<file path="config.mk">
export PLATFORM = sky130hd
export DESIGN_NAME = lsu_ram_port
export DESIGN_NICKNAME = d
export VERILOG_FILES = /design/src/rtl/lsu_pkg.sv /design/src/rtl/lsu_load_align.sv /design/src/rtl/lsu_ram_port.sv
export SDC_FILE = /design/constraint.sdc
export NUM_CORES = 1
export LEC_CHECK = 0
export ABC_AREA = 1
export BUFFER_PORTS_ARGS = -buffer_cell sky130_fd_sc_hd__buf_2
export CORE_ASPECT_RATIO = 1.5
export CORE_MARGIN = 10
export CORE_UTILIZATION = 41
export DETAILED_ROUTE_END_ITERATION = 7
export PLACE_DENSITY = 0.82
export SYNTH_ARGS = -nofsm -noshare
export SYNTH_HDL_FRONTEND = slang
export SYNTH_SLANG_ARGS = --single-unit
</file>
<file path="constraint.sdc">
create_clock -name clk -period 1.75 [get_ports clk]
set_input_delay 0.0875 -clock clk [delete_from_list [all_inputs] [get_ports clk]]
set_output_delay 0.0875 -clock clk [all_outputs]
set_load 0.01 [all_outputs]
</file>
<file path="src/rtl/lsu_pkg.sv">
// Shared size encodings, FSM states and lane helpers for the LSU RAM port.
// Used by lsu_ram_port and lsu_load_align.
package lsu_pkg;

    localparam logic [1:0] SZ_B = 2'b00;
    localparam logic [1:0] SZ_H = 2'b01;
    localparam logic [1:0] SZ_W = 2'b10;
    localparam logic [1:0] SZ_R = 2'b11;

    typedef enum logic [1:0] {
        IDLE    = 2'd0,
        RD_WAIT = 2'd1,
        RESP    = 2'd2
    } lsu_state_t;

    function automatic logic [3:0] lane_mask(
        input logic [1:0] sz,
        input logic [1:0] lo
    );
        logic [3:0] m;
        unique case (1'b1)
            sz == SZ_B: m = 4'b0001 << lo;
            sz == SZ_H: m = 4'b0011 << {lo[1], 1'b0};
            default:    m = 4'b1111;
        endcase
        return m;
    endfunction

    function automatic logic [31:0] lane_rep(
        input logic [1:0]  sz,
        input logic [31:0] wd
    );
        logic [31:0] r;
        unique case (1'b1)
            sz == SZ_B: r = {4{wd[7:0]}};
            sz == SZ_H: r = {2{wd[15:0]}};
            default:    r = wd;
        endcase
        return r;
    endfunction

endpackage

</file>
<file path="src/rtl/lsu_load_align.sv">
// Selects the addressed lane(s) of a RAM word and sign/zero extends them.
// Purely combinational.
module lsu_load_align
    import lsu_pkg::*;
#(
    parameter int DW = 32
) (
    input  logic [DW-1:0] rdata,
    input  logic [1:0]    lo,
    input  logic [1:0]    size,
    input  logic          uns,
    output logic [DW-1:0] data
);

    logic [7:0]  b;
    logic [15:0] h;

    always_comb begin
        b = 8'h00;
        unique case (lo)
            2'd0: b = rdata[7:0];
            2'd1: b = rdata[15:8];
            2'd2: b = rdata[23:16];
            2'd3: b = rdata[31:24];
            default: b = 8'h00;
        endcase
    end

    assign h = lo[1] ? rdata[31:16] : rdata[15:0];

    always_comb begin
        data = rdata;
        unique case (1'b1)
            size == SZ_B: data = {{24{~uns & b[7]}}, b};
            size == SZ_H: data = {{16{~uns & h[15]}}, h};
            default:      data = rdata;
        endcase
    end

endmodule

</file>
<file path="src/rtl/lsu_ram_port.sv">
// Single-outstanding LSU port onto a byte-lane RAM with 1-cycle read latency.
// Define LSU_MISALIGN_CHECK_EN to reject misaligned and reserved-size accesses.
module lsu_ram_port
    import lsu_pkg::*;
#(
    parameter int AW = 32,
    parameter int DW = 32
) (
    input  logic          clk,
    input  logic          rstn,
    input  logic          req_valid,
    output logic          req_ready,
    input  logic          req_we,
    input  logic [1:0]    req_size,
    input  logic          req_unsigned,
    input  logic [AW-1:0] req_addr,
    input  logic [DW-1:0] req_wdata,
    output logic          rsp_valid,
    input  logic          rsp_ready,
    output logic [DW-1:0] rsp_rdata,
    output logic          rsp_err,
    output logic [3:0]    ram_wen,
    output logic [AW-1:0] ram_waddr,
    output logic [AW-1:0] ram_raddr,
    output logic [DW-1:0] ram_wdata,
    output logic          ram_ren,
    input  logic [DW-1:0] ram_rdata
);

    lsu_state_t    state_q, state_d;
    logic [1:0]    lo_q, lo_d;
    logic [1:0]    size_q, size_d;
    logic          uns_q, uns_d;
    logic [DW-1:0] rdata_q, rdata_d;
    logic          err_q, err_d;
    logic          fire;
    logic          bad;
    logic [DW-1:0] ld_data;

    // Ready is masked by reset so no strobe can leak out while rstn is low.
    assign req_ready = (state_q == IDLE) & rstn;
    assign fire      = req_valid & req_ready;

`ifdef LSU_MISALIGN_CHECK_EN
    always_comb begin
        bad = 1'b0;
        unique case (1'b1)
            req_size == SZ_H: bad = req_addr[0];
            req_size == SZ_W: bad = |req_addr[1:0];
            req_size == SZ_R: bad = 1'b1;
            default:          bad = 1'b0;
        endcase
    end
`else
    assign bad = 1'b0;
`endif

    assign ram_waddr = req_addr;
    assign ram_raddr = req_addr;
    assign ram_wdata = lane_rep(req_size, req_wdata);

    lsu_load_align #(.DW(DW)) u_align (
        .rdata (ram_rdata),
        .lo    (lo_q),
        .size  (size_q),
        .uns   (uns_q),
        .data  (ld_data)
    );

    always_comb begin
        state_d = state_q;
        lo_d    = lo_q;
        size_d  = size_q;
        uns_d   = uns_q;
        rdata_d = rdata_q;
        err_d   = err_q;
        ram_wen = 4'b0000;
        ram_ren = 1'b0;
        unique case (state_q)
            IDLE: begin
                if (fire) begin
                    rdata_d = '0;
                    err_d   = bad;
                    if (bad) begin
                        state_d = RESP;
                    end else if (req_we) begin
                        ram_wen = lane_mask(req_size, req_addr[1:0]);
                        state_d = RESP;
                    end else begin
                        ram_ren = 1'b1;
                        lo_d    = req_addr[1:0];
                        size_d  = req_size;
                        uns_d   = req_unsigned;
                        state_d = RD_WAIT;
                    end
                end
            end
            RD_WAIT: begin
                rdata_d = ld_data;
                state_d = RESP;
            end
            RESP: begin
                if (rsp_ready) state_d = IDLE;
            end
            default: state_d = IDLE;
        endcase
    end

    always_ff @(posedge clk or negedge rstn) begin
        if (!rstn) begin
            state_q <= IDLE;
            lo_q    <= 2'b00;
            size_q  <= SZ_B;
            uns_q   <= 1'b0;
            rdata_q <= '0;
            err_q   <= 1'b0;
        end else begin
            state_q <= state_d;
            lo_q    <= lo_d;
            size_q  <= size_d;
            uns_q   <= uns_d;
            rdata_q <= rdata_d;
            err_q   <= err_d;
        end
    end

    assign rsp_valid = (state_q == RESP);
    assign rsp_rdata = rdata_q;
    assign rsp_err   = err_q;

endmodule
</file>
Yosys cells after proc, flatten, opt, wreduce, memory -nomap -nowiden
Index checks and enable logic that the tools add are counted.

Register bits after elaboration: 39. Input bits: 104. Output and inout bits: 136. Word-level logic and storage cells: 47.

Eq/ne operators: 9. Shifts and indexed selects: 2. Muxes and demuxes: 17. Bitwise gates (word level): 6. Reduce and logical (&&, ||, !) cells: 8.

Operator list (number): 32-bit case mux with 2 select lines (3); 32-bit 2-to-1 mux (1); 8-bit case mux with 4 select lines (1); 16-bit 2-to-1 mux (1); 4-bit 2-to-1 mux (3); 2-bit by 1-bit == test with 1-bit output, second input constant (4); 2-bit logical NOT (4); 4-bit case mux with 2 select lines (1); 2-bit == test, second input constant (3); 2-bit 2-to-1 mux (3); 2-bit case mux with 3 select lines (1); 1-bit AND (4); 2-bit AND reduction (2); 1-bit by 2-bit left shift with 4-bit output, first input constant (1); 2-bit by 2-bit left shift with 4-bit output, first input constant (1); 1-bit 2-to-1 mux (3); 3-bit AND reduction (1); 2-bit by 1-bit inequality test with 1-bit output, second input constant (1); 2-bit inequality test, second input constant (1); 1-bit inverter (2); 2-bit nonzero test (1).

Logic depth before layout (Yosys ltp)
Gate-level depths: netlist of run 1.

Depth after elaboration: 5. Gate-level depth with buffers: 9. Depth with buffers taken out: 8.

Modules after synthesis
A second synthesis of run 1 with hierarchy kept.

Cells, all modules: 511. Area, all modules: 3512.1 um2.

By module, submodules not included: lsu_ram_port (instances 1, cells an instance 342, area an instance 2632.5 um2, seq. area each 975.9 um2); lsu_load_align (instances 1, cells an instance 169, area an instance 879.6 um2, seq. area each 0.0 um2).

Worst setup path after synthesis of run 1
No wires, ideal clock.

Path kind: reg-to-output. Start point: register state_q[0]. End point: output ram_wen[2]. Arrival: 1390 ps. Data required time: 1662 ps. Setup slack: 273 ps. Stages on the path, launching flop included: 6. Buffers on the path: 0. Cells stage by stage: dfrtp_1 > nor3_1 > nand2_1 > nor2_1 > o21ai_0 > a21oi_1.

Cells in the longest elaborated chain, start to end: 5.

RTL lines: from (decl) (RTL line lsu_ram_port.sv:30) `lsu_state_t state_q, state_d;`; from (signal assigned) (RTL line lsu_ram_port.sv:118) `state_q <= state_d;`; 2-bit logical NOT (RTL line lsu_ram_port.sv:41) `assign req_ready = (state_q == IDLE) & rstn;`; 1-bit AND (RTL line lsu_ram_port.sv:41); net req_ready (RTL line lsu_ram_port.sv:12) `output logic req_ready,`; 1-bit AND (RTL line lsu_ram_port.sv:42) `assign fire = req_valid & req_ready;`; 4-bit 2-to-1 mux (RTL line lsu_ram_port.sv:81) `if (fire) begin`; 4-bit 2-to-1 mux (RTL line lsu_ram_port.sv:79) `unique case (state_q)`; to (decl) (RTL line lsu_ram_port.sv:22) `output logic [3:0] ram_wen,`.

The timed path passes the listed nets, and every way through them passes these cells.

Final worst setup path of run 1
Start point: register state_q[1]. End point: output ram_wen[3].

Cells in the longest elaborated chain, start to end: 5.

RTL lines (RTL line): 2-bit logical NOT * (lsu_ram_port.sv:41, lsu_ram_port.sv:79); 1-bit AND (lsu_ram_port.sv:41); 1-bit AND (lsu_ram_port.sv:42); 4-bit 2-to-1 mux (lsu_ram_port.sv:81); 4-bit 2-to-1 mux * (lsu_ram_port.sv:79).

Every way passes the cells marked *; elsewhere a longest branch is shown, timed or not.

==> impl_metrics.ini, run 1 <==
[cts]
clk_pin_slew_worst_paths_ns = 0.06
numCtsBuffers = 5
tritoncts = built
cts.root.buffer_cell = clkbuf_16
cts_max_path_buffers = 2
clk_latency_ns = 0.28
htree_levels = 2
cts.sinks = 39

[drt]
drt-pass1-iter-count = 5
avgViaCountPerCell = 5.06
initialDrtViolationCount = 209
route.detailed.drc = 0
wire_per_inst_um = 18.7
vias = 3423
wl_um = 12700
antenna_left = 0

[worst_setup_path]
rr_worst_depth = 7
crit_type = register to primary output
crit-reg2reg-capture = rsp_rdata[21]
worstPathRequired_ns = 1.66
worstSetupStartpointType = register
r2r_slack_ns = 0.21
cp_slowest_cell = dfrtp_1
r2r-start = size_q[0]
cp_data_arrival_time_ns = 1.54
cp_cell_sequence = nor3_4 > nand2_4 > nor2_4 > o21ai_2 > a21oi_1 > buf_2
slowest_delay_ns = 0.42
end_kind = primary output
crit_fanout = 4
startpoint = state_q[1]

[timing]
fin_crit_sh_pct = 92.9
whs_ns = 0.0337
fin_ws_ns = 0.124
slew_violations = 0
setup-violations-final = 0
rsz0062_at_grt = yes
skew_ns = 0.00423
fmax_mhz = 615
setup_tns_ns = 0
final_hold_viol_count = 0
min_period_ns = 1.63

[status]
status = finished, final reports clean

[placement]
dp.cells = 664
placed_cell_area_um2 = 3550
place_hpwl_um = 10700
numPortBuffers = 148
gp_congestion = 0.969
place_ws_ns = 0.138

[synthesis]
syn-cell-area_um2 = 3220
syn_avg_cell_area_um2 = 6.56
synthMuxAreaShare_pct = 0
synth_fa_ha_area_share_pct = 0
synthCells = 491
synth_flop_cell = dfrtp_1
synth-compound-area-share_pct = 12.6
synthSimpleGateAreaFrac_pct = 31.6
yosys_register_bits = 39
async_flop_share_pct = 100
synth_top_family_by_area = simple AND/OR/NAND/NOR gates
seq_area_frac_synth_pct = 30.3
syn-num-nets = 595
ys_types = 30
synth_xor_area_share_pct = 0
yosys_warnings = 0
synth_edf_count = 0

[run]
max_cap_viol_count = 0

[power_and_ir_drop]
p_leak_nw = 2.26
ir_drop_v = 0.000472
total_power_mw = 3.96
powerDensity_nw_per_um2 = 1050

[cells_and_area]
design_area_um2 = 3780
final_nets = 676
layout-drive-gt1-share_pct = 33.0
mostFrequentLayoutCell = nand2_1
instances_no_fill = 677
nFillCells = 806
most-common-layout-cells = nand2_1 (178), buf_2 (148), nor2_1 (43)
area_growth_pct = 17.4
final_util_pct = 49.4

[grt]
grt_pass1_vias = 3564
grt_overflow = 0
grt_pass1_wl_um = 19600
grt_max_degree = 40
antenna_found_initial = 1
grt_use_total_pct = 20.8

[floorplan]
ios = 240
coreArea_um2 = 7660
num_rows = 39
die_area_um2 = 11900
initial_core_util_pct = 42.1
chipWidth_um = 92.4
die_y_um = 129

[worst_hold_path]
hold_class = input port to register
hold_end = uns_q
hold_start = req_unsigned
hold_depth = 3
==> cells by family after synthesis <==
group                  count (synthesis)
and+or+nand+nor                      249
buffers and inverters                131
AOI/OAI and AO/OA                     71
DFF                                   39
other                                  1
==> critical path: cells and delay by family (launching register included) <==
kind                   cells  cell delay (ns)
and+or+nand+nor            3             0.49
DFF                        1             0.42
AOI/OAI and AO/OA          2             0.20
buffers and inverters      1             0.14
==> sequential cells by signal, summed over array words and instances, names as in the netlist <==
name	count
lo_q	2
size_q	2
state_q	2
rsp_rdata	32
uns_q	1
==> synthesized netlist by cell type, types with 4 or more instances <==
cell      instances  share of area, %
nand2_1         179                21
buf_4            74                17
nor2_1           44               5.1
dfrtp_1          39                30
inv_1            34               4.0
o21ai_0          31               4.8
a21oi_1          21               3.3
nand3_1          16               2.5
clkbuf_1          8              0.93
buf_2             7               1.1
o211ai_1          7               1.6
o22ai_1           5              0.97
buf_6             4               1.4
==> metal layers <==
layer  global-route usage, %  share of wire (%)
met1                    23.7                 38
met2                    34.4                 46
met3                    6.75                 11
met4                    10.3                4.0
met5                       0                  0
==> where the power goes <==
| part | leakage (nW) | internal [mW] | switching, mW |
|---|---|---|---|
| sequential | 0.516 | 1.10 | 0.163 |
| clock | 0.0769 | 0.664 | 0.331 |
| combinational | 1.67 | 0.643 | 1.05 |
==> layout make-up <==
| type | instances | area [um2] | share of cell area, % |
|---|---|---|---|
| Antenna cell | 3 | 7.51 | 0.198 |
| Clock buffer | 6 | 129 | 3.41 |
| Clock inverter | 1 | 30.0 | 0.794 |
| Inverter | 36 | 135 | 3.57 |
| Multi-Input combinational cell | 321 | 1460 | 38.6 |
| Sequential cell | 39 | 977 | 25.8 |
| Tap cell | 102 | 128 | 3.37 |
| Timing Repair Buffer | 169 | 916 | 24.2 |
==> worst max path at each step <==
stage / cells past startpoint / end / slack, ns
final: 6 / ram_wen[3] / 0.12
after global routing: 6 / ram_wen[1] / -0.001
after CTS: 6 / ram_wen[3] / 0.007
after detailed placement: 6 / ram_wen[3] / 0.14
after global placement: 6 / ram_wen[2] / 0.17
after floorplan: 5 / ram_wen[2] / 0.27
==> what timing repair did <==
| item | in CTS | in global routing |
|---|---|---|
| hold buffers | 2 | 0 |
| endpoints found under the hold margin | 40 | 0 |
| setup endpoints to repair | 4 | 7 |
| pin swaps | 1 | 3 |
| buffers inserted | 1 | 0 |
| gates resized for setup | 3 | 7 |
Note: power is estimated with default switching activity, not from simulation.
==> run 2, diff against run 1 <==
--- a/config.mk
+++ b/config.mk
@@ -5,11 +5,12 @@
 export SDC_FILE = /design/constraint.sdc
 export NUM_CORES = 1
 export LEC_CHECK = 0
-export ABC_AREA = 1
+export ABC_AREA = 0
 export BUFFER_PORTS_ARGS = -buffer_cell sky130_fd_sc_hd__buf_2
 export CORE_ASPECT_RATIO = 1.5
 export CORE_MARGIN = 10
-export CORE_UTILIZATION = 41
+export CORE_UTILIZATION = 40
+export CTS_CLUSTER_DIAMETER = 150
 export DETAILED_ROUTE_END_ITERATION = 7
 export PLACE_DENSITY = 0.82
 export SYNTH_ARGS = -nofsm -noshare
==> run 2 against run 1 <==
- core utilization decreased by 1.2 points
- sequential cell count unchanged
- die area decreased by 4.2%
- worst setup slack got worse by 0.090 ns
- combinational power decreased by 13%
- hold slack got worse by 0.13 ns
- clock power decreased by 24%
- cell count decreased by 26%
- sequential share of layout area increased by 2.0 points
- first-iteration DRC count decreased by 5.3%
- non-clock buffer count decreased by 3
- the flow now finishes with violations (negative hold slack)
- largest power group unchanged
==> impl_metrics.ini, run 2 <==
[synthesis]
synth_top_cell_area_share_pct = 32.7
yosys_register_bits = 39
ys_types = 44
yosys_warnings = 0
syn-cell-area_um2 = 2980
synthTopCellsByArea = dfrtp_1 (33%), buf_4 (18%), mux2_2 (8.3%), a221o_1 (6.0%), mux2i_1 (4.7%)
synthTopCellsByCount = buf_4 (73), dfrtp_1 (39), mux2_2 (22), o21ai_0 (20), nand2_1 (19)
seq_area_frac_synth_pct = 32.7
synthSimpleGateAreaFrac_pct = 11.4
syn_avg_cell_area_um2 = 9.32
synthMuxAreaShare_pct = 14.5
synthCells = 320
synth_top_area_cell = dfrtp_1
syn-num-nets = 424
synth_fa_ha_area_share_pct = 0
synth_top_family_by_area = buffers and inverters
synth_most_common_cell = buf_4
synth-compound-area-share_pct = 18.8
synth_edf_count = 0
async_flop_share_pct = 100
synth_flop_cell = dfrtp_1
synth_xor_area_share_pct = 0

[status]
status = complete, but fails checks
violations = negative hold slack

[floorplan]
die_area_um2 = 11400
initial_core_util_pct = 41.0
coreArea_um2 = 7270
ios = 240
die_y_um = 126
chipWidth_um = 90.5
num_rows = 38

[worst_setup_path]
end_kind = register
crit_type = register to register
worstPathRequired_ns = 1.93
worstSetupStartpointType = register
crit_fanout = 16
cp_data_arrival_time_ns = 1.90

[worst_hold_path]
hold_class = input port to asynchronous set/reset pin

[timing]
fin_crit_sh_pct = 98.0
fin_ws_ns = 0.0342
rsz0062_at_grt = yes
slew_headroom_pct = 64.0
whs_ns = -0.0918
slew_violations = 0
min_period_ns = 1.72
worst_pin_slew_ns = 0.539
setup-violations-final = 0
final_hold_viol_count = 39
fmax_mhz = 583
skew_ns = 0.00807

[cts]
clk_pin_slew_worst_paths_ns = 0.08
cts.sinks = 39
cts_max_path_buffers = 2
clk_latency_ns = 0.29
htree_levels = 2
tritoncts = built
cts.root.buffer_cell = clkbuf_8
numCtsBuffers = 5

[run]
max_cap_viol_count = 0

[power_and_ir_drop]
p_leak_nw = 1.80
powerDensity_nw_per_um2 = 996
ir_drop_v = 0.000538

[cells_and_area]
layout-drive-gt1-share_pct = 51.6
multi_input_area_um2 = 1360
mostFrequentLayoutCell = buf_2
most-common-layout-cells = buf_2 (148), dfrtp_1 (39), mux2_2 (22)
area_growth_pct = 17.4
register_area_um2 = 976
n_antenna_cell = 0
instances_no_fill = 501
final_nets = 504
nFillCells = 679
largest_reg_flops = 32

[drt]
wl_um = 11100
antenna_left = 0
initialDrtViolationCount = 198
vias = 2796
avgViaCountPerCell = 5.58
route.detailed.drc = 0
wire_per_inst_um = 22.1
drt-pass1-iter-count = 4

[grt]
grt_pass1_vias = 3080
grt_overflow = 0
grt_max_degree = 41
grt_use_total_pct = 18.3
grt_pass1_wl_um = 16800
antenna_found_initial = 1

[placement]
place_hpwl_um = 9190
gp_congestion = 0.909
numPortBuffers = 148
dp.cells = 491
place_ws_ns = 0.00112
-- run 2: cell count changes after synthesis, moves of 16 or more --
cell,delta
a21oi_1,-16
inv_1,-28
mux2_2,+22
nor2_1,-35
nand2_1,-160
a221o_1,+18
-- run 2: critical path, stage by stage (launching register included) --
cell,delay [ns]
dfrtp_1,0.37
mux4_2,0.55
mux2i_4,0.19
nor4_4,0.08
buf_12,0.15
a221o_1,0.26
-- run 2: power breakdown --
| part | internal (mW) | leakage (nW) | switching (mW) |
|---|---|---|---|
| logic | 0.662 | 1.23 | 0.810 |
| registers | 1.11 | 0.516 | 0.148 |
| clock network | 0.425 | 0.0581 | 0.335 |
| total | 2.19 | 1.80 | 1.29 |
-- run 2: path summary, 6_finish.rpt --
path                               from             to  slack (ns)  depth (start not counted)
setup / recovery                lo_q[1]  rsp_rdata[17]        0.03                          5
hold / removal                     rstn   rsp_rdata[9]       -0.09                          2
setup reg to reg                lo_q[1]  rsp_rdata[17]        0.03                          5
hold reg to reg            rsp_rdata[6]   rsp_rdata[6]        0.48                          2
max in group asynchronous          rstn        lo_q[1]        1.49                          2
min in group clk           req_unsigned          uns_q        0.04                          2
-- run 2: area by class of cell --
type                       instances  area share (%)
tap                              100            3.57
timing repair buffer             166            25.7
multi-input combinational        180            38.8
clock buffer                       5            1.96
clock inverter                     3            1.25
inverter                           8           0.857
sequential                        39            27.9
-- run 2: kinds of logic (layout without fill, tap and decap cells) --
logic type / Yosys count / in the layout
flip-flops: 39 / 39
AO/OA/AOI/OAI: 75 / 75
other: 1 / 1
AND/OR/NAND/NOR: 66 / 66
buffers and inverters: 101 / 182
multiplexers: 38 / 38
-- run 2: stage by stage --
| step | utilization (%) | instance area, um2 | power, mW | setup TNS [ns] | hold slack, ns |
|---|---|---|---|---|---|
| 6_report | 48.1 | 3500 | 3.49 | 0 | -0.0918 |
| 5_1_grt | 48.1 | 3500 | 3.69 | -0.438 | -0.0614 |
| 4_1_cts | 47.4 | 3450 | 3.48 | 0 | -0.0876 |
| 3_5_place_dp | 45.8 | 3330 | 2.72 | 0 | 0.175 |
| 3_3_place_gp | 45.8 | 3330 | 2.69 | 0 | 0.175 |
| 2_1_floorplan | - | 2980 | 2.21 | 0 | -0.208 |
-- run 2: repair_timing --
| item | in CTS | in global routing |
|---|---|---|
| pin swaps | 0 | 2 |
| hold endpoints to repair | 39 | 39 |
| resized for setup | 1 | 5 |
| endpoints found under the setup margin | 1 | 30 |
| setup buffers | 0 | 3 |
-- run 2: layer usage --
| layer | vias up | routed length, um | track usage, % |
|---|---|---|---|
| li1 | 1246 | - | - |
| met1 | 1305 | 4040 | 19.0 |
| met2 | 183 | 5430 | 31.6 |
| met3 | 60 | 1060 | 6.00 |
| met4 | 2 | 529 | 10.6 |
| met5 | - | 19 | 0 |
==> run 3, diff against run 2 <==
--- a/config.mk
+++ b/config.mk
@@ -12,7 +12,7 @@
 export CORE_UTILIZATION = 40
 export CTS_CLUSTER_DIAMETER = 150
 export DETAILED_ROUTE_END_ITERATION = 7
-export PLACE_DENSITY = 0.82
+export PLACE_DENSITY = 0.93
 export SYNTH_ARGS = -nofsm -noshare
 export SYNTH_HDL_FRONTEND = slang
 export SYNTH_SLANG_ARGS = --single-unit
==> run 3 against run 2 <==
- the flow now finishes without violations
- routed wire length about the same
- maximum frequency fell by 1.8%
- largest cell class unchanged
- sequential share of layout area about the same
- clock power is 0.7% higher
- core utilization is essentially flat
- count of clock-buffer cells in the layout is the same
- cell count fell by 0.20%
- highest routed layer unchanged
- clock skew fell by 0.0022 ns
- combinational power about the same
==> impl_metrics.ini, run 3 (synthesized netlist as in run 2, its figures left out) <==
[floorplan]
die_y_um = 126
chipWidth_um = 90.5
ios = 240
die_area_um2 = 11400
initial_core_util_pct = 41.0
coreArea_um2 = 7270
num_rows = 38

[power_and_ir_drop]
switchingPower_mw = 1.31
total_power_mw = 3.49
internal_power_mw = 2.18
p_seq_share_pct = 36.3
swShare_pct = 37.5
combPwrFrac_pct = 41.8
clockPowerShare_pct = 21.9
ir_drop_v = 0.000419
p_leak_nw = 1.80
powerDensity_nw_per_um2 = 995

[status]
status = finished, final reports clean

[worst_setup_path]
crit-reg2reg-capture = rsp_rdata[19]
crit_type = register to register
end_kind = register
crit_cells = 5
worstSetupStartpointType = register
r2r_slack_ns = 0.002
crit_fanout = 16
cp_data_arrival_time_ns = 1.93
startpoint = lo_q[1]
cp_cell_sequence = mux4_2 > mux2i_4 > nor4_4 > buf_12 > a221o_1
cp_slowest_cell = mux4_2
rr_worst_depth = 5
endpoint = rsp_rdata[19]
path_delay_family = multiplexers
slowest_delay_ns = 0.57
worstPathRequired_ns = 1.93
crit_buf_inv = 1
r2r-start = lo_q[1]

[cells_and_area]
most-common-layout-cells = buf_2 (148), dfrtp_1 (39), mux2_2 (22)
area_growth_pct = 17.4
design_area_um2 = 3500
layout-drive-gt1-share_pct = 51.4
mostFrequentLayoutCell = buf_2
final_nets = 502
largest_reg_flops = 32

[grt]
grt_max_degree = 41
grt_overflow = 0
grt_use_total_pct = 18.6
grt_pass1_vias = 3140
antenna_found_initial = 2
grt_pass1_wl_um = 17100

[placement]
gp_congestion = 0.922
numPortBuffers = 148
placed_cell_area_um2 = 3310
place_hpwl_um = 9020

[drt]
antenna_left = 0
wl_um = 11100
route.detailed.drc = 0
wl_met2_um = 5360
wire_per_inst_um = 22.1
wl_met3_um = 1190
avgViaCountPerCell = 5.73
drt-pass1-iter-count = 5
topRoutingLayerUsed = met5
vias = 2864
initialDrtViolationCount = 211
wl_met1_um = 4040

[cts]
cts_max_path_buffers = 2
tritoncts = built
clk_pin_slew_worst_paths_ns = 0.08
numCtsBuffers = 5
cts.root.buffer_cell = clkbuf_8
htree_levels = 2
cts.sinks = 39
clk_latency_ns = 0.30

[worst_hold_path]
hold_class = input port to register

[timing]
fmax_mhz = 572
skew_ns = 0.00584
slew_headroom_pct = 63.6
fin_crit_sh_pct = 99.9
final_hold_viol_count = 0
worst_pin_slew_ns = 0.546
setup-violations-final = 0
setup_tns_ns = 0
min_period_ns = 1.75
slew_violations = 0
rsz0062_at_grt = yes

[run]
max_cap_viol_count = 0
-- run 3: changes by cell type in the layout (fill, tap and decap cells not counted), sizes merged --
cell,previous run,this run
dlygate4sd3,0,1
buf,166,163
diode,0,1
-- run 3: power by group through the flow --
stage          combinational, mW  clock [mW]  sequential, mW
3_3_place_gp                1.38           0            1.26
3_5_place_dp                1.42           0            1.27
6_report                    1.46       0.765            1.26
5_1_grt                     1.58       0.810            1.29
2_1_floorplan              0.883           0            1.33
4_1_cts                     1.43       0.773            1.26
-- run 3: layer usage --
| metal | up-vias | global-route usage (%) |
|---|---|---|
| met5 | - | 0 |
| met4 | 4 | 9.21 |
| li1 | 1242 | - |
| met3 | 51 | 7.61 |
| met1 | 1347 | 19.6 |
| met2 | 220 | 31.3 |
-- run 3: how the worst min path moves through the flow --
stage	from	to	slack, ns	depth (start not counted)
after global placement	req_addr[13]	ram_raddr[13]	0.18	0
final	req_unsigned	uns_q	0.01	2
after detailed placement	req_addr[13]	ram_raddr[13]	0.18	0
after CTS	req_unsigned	uns_q	0.01	2
after global routing	req_unsigned	uns_q	0.03	2
after floorplan	rstn	lo_q[0]	-0.21	0
-- run 3: through the flow --
| step | util (%) | hold slack (ns) | instances | setup WS (ns) |
|---|---|---|---|---|
| 3_5_place_dp | 45.5 | 0.175 | 488 | -0.0148 |
| 5_1_grt | 48.1 | 0.0337 | 499 | -0.0439 |
| 4_1_cts | 47.4 | 0.0138 | 497 | -0.00406 |
| 3_3_place_gp | 45.5 | 0.175 | 488 | 0.0358 |
| 2_1_floorplan | - | -0.208 | 320 | 0.0694 |
| 6_report | 48.2 | 0.0146 | 500 | 0.00237 |
-- run 3: what timing repair did --
action	4_1_cts	5_1_grt
pin swaps	1	2
hold endpoints to repair	39	0
buffers inserted	1	3
gates cloned	0	0
resized for setup	2	7
setup endpoints to repair	24	31
hold buffers	1	0
-- run 3: layout make-up --
| cell class | instances | area, um2 |
|---|---|---|
| clock inverter | 3 | 43.8 |
| antenna | 1 | 2.50 |
| fill | 692 | 3770 |
| tap | 100 | 125 |
| clock buffer | 5 | 68.8 |
| sequential | 39 | 976 |
| multi-input combinational | 180 | 1370 |
| timing repair buffer | 164 | 892 |
| inverter | 8 | 30.0 |
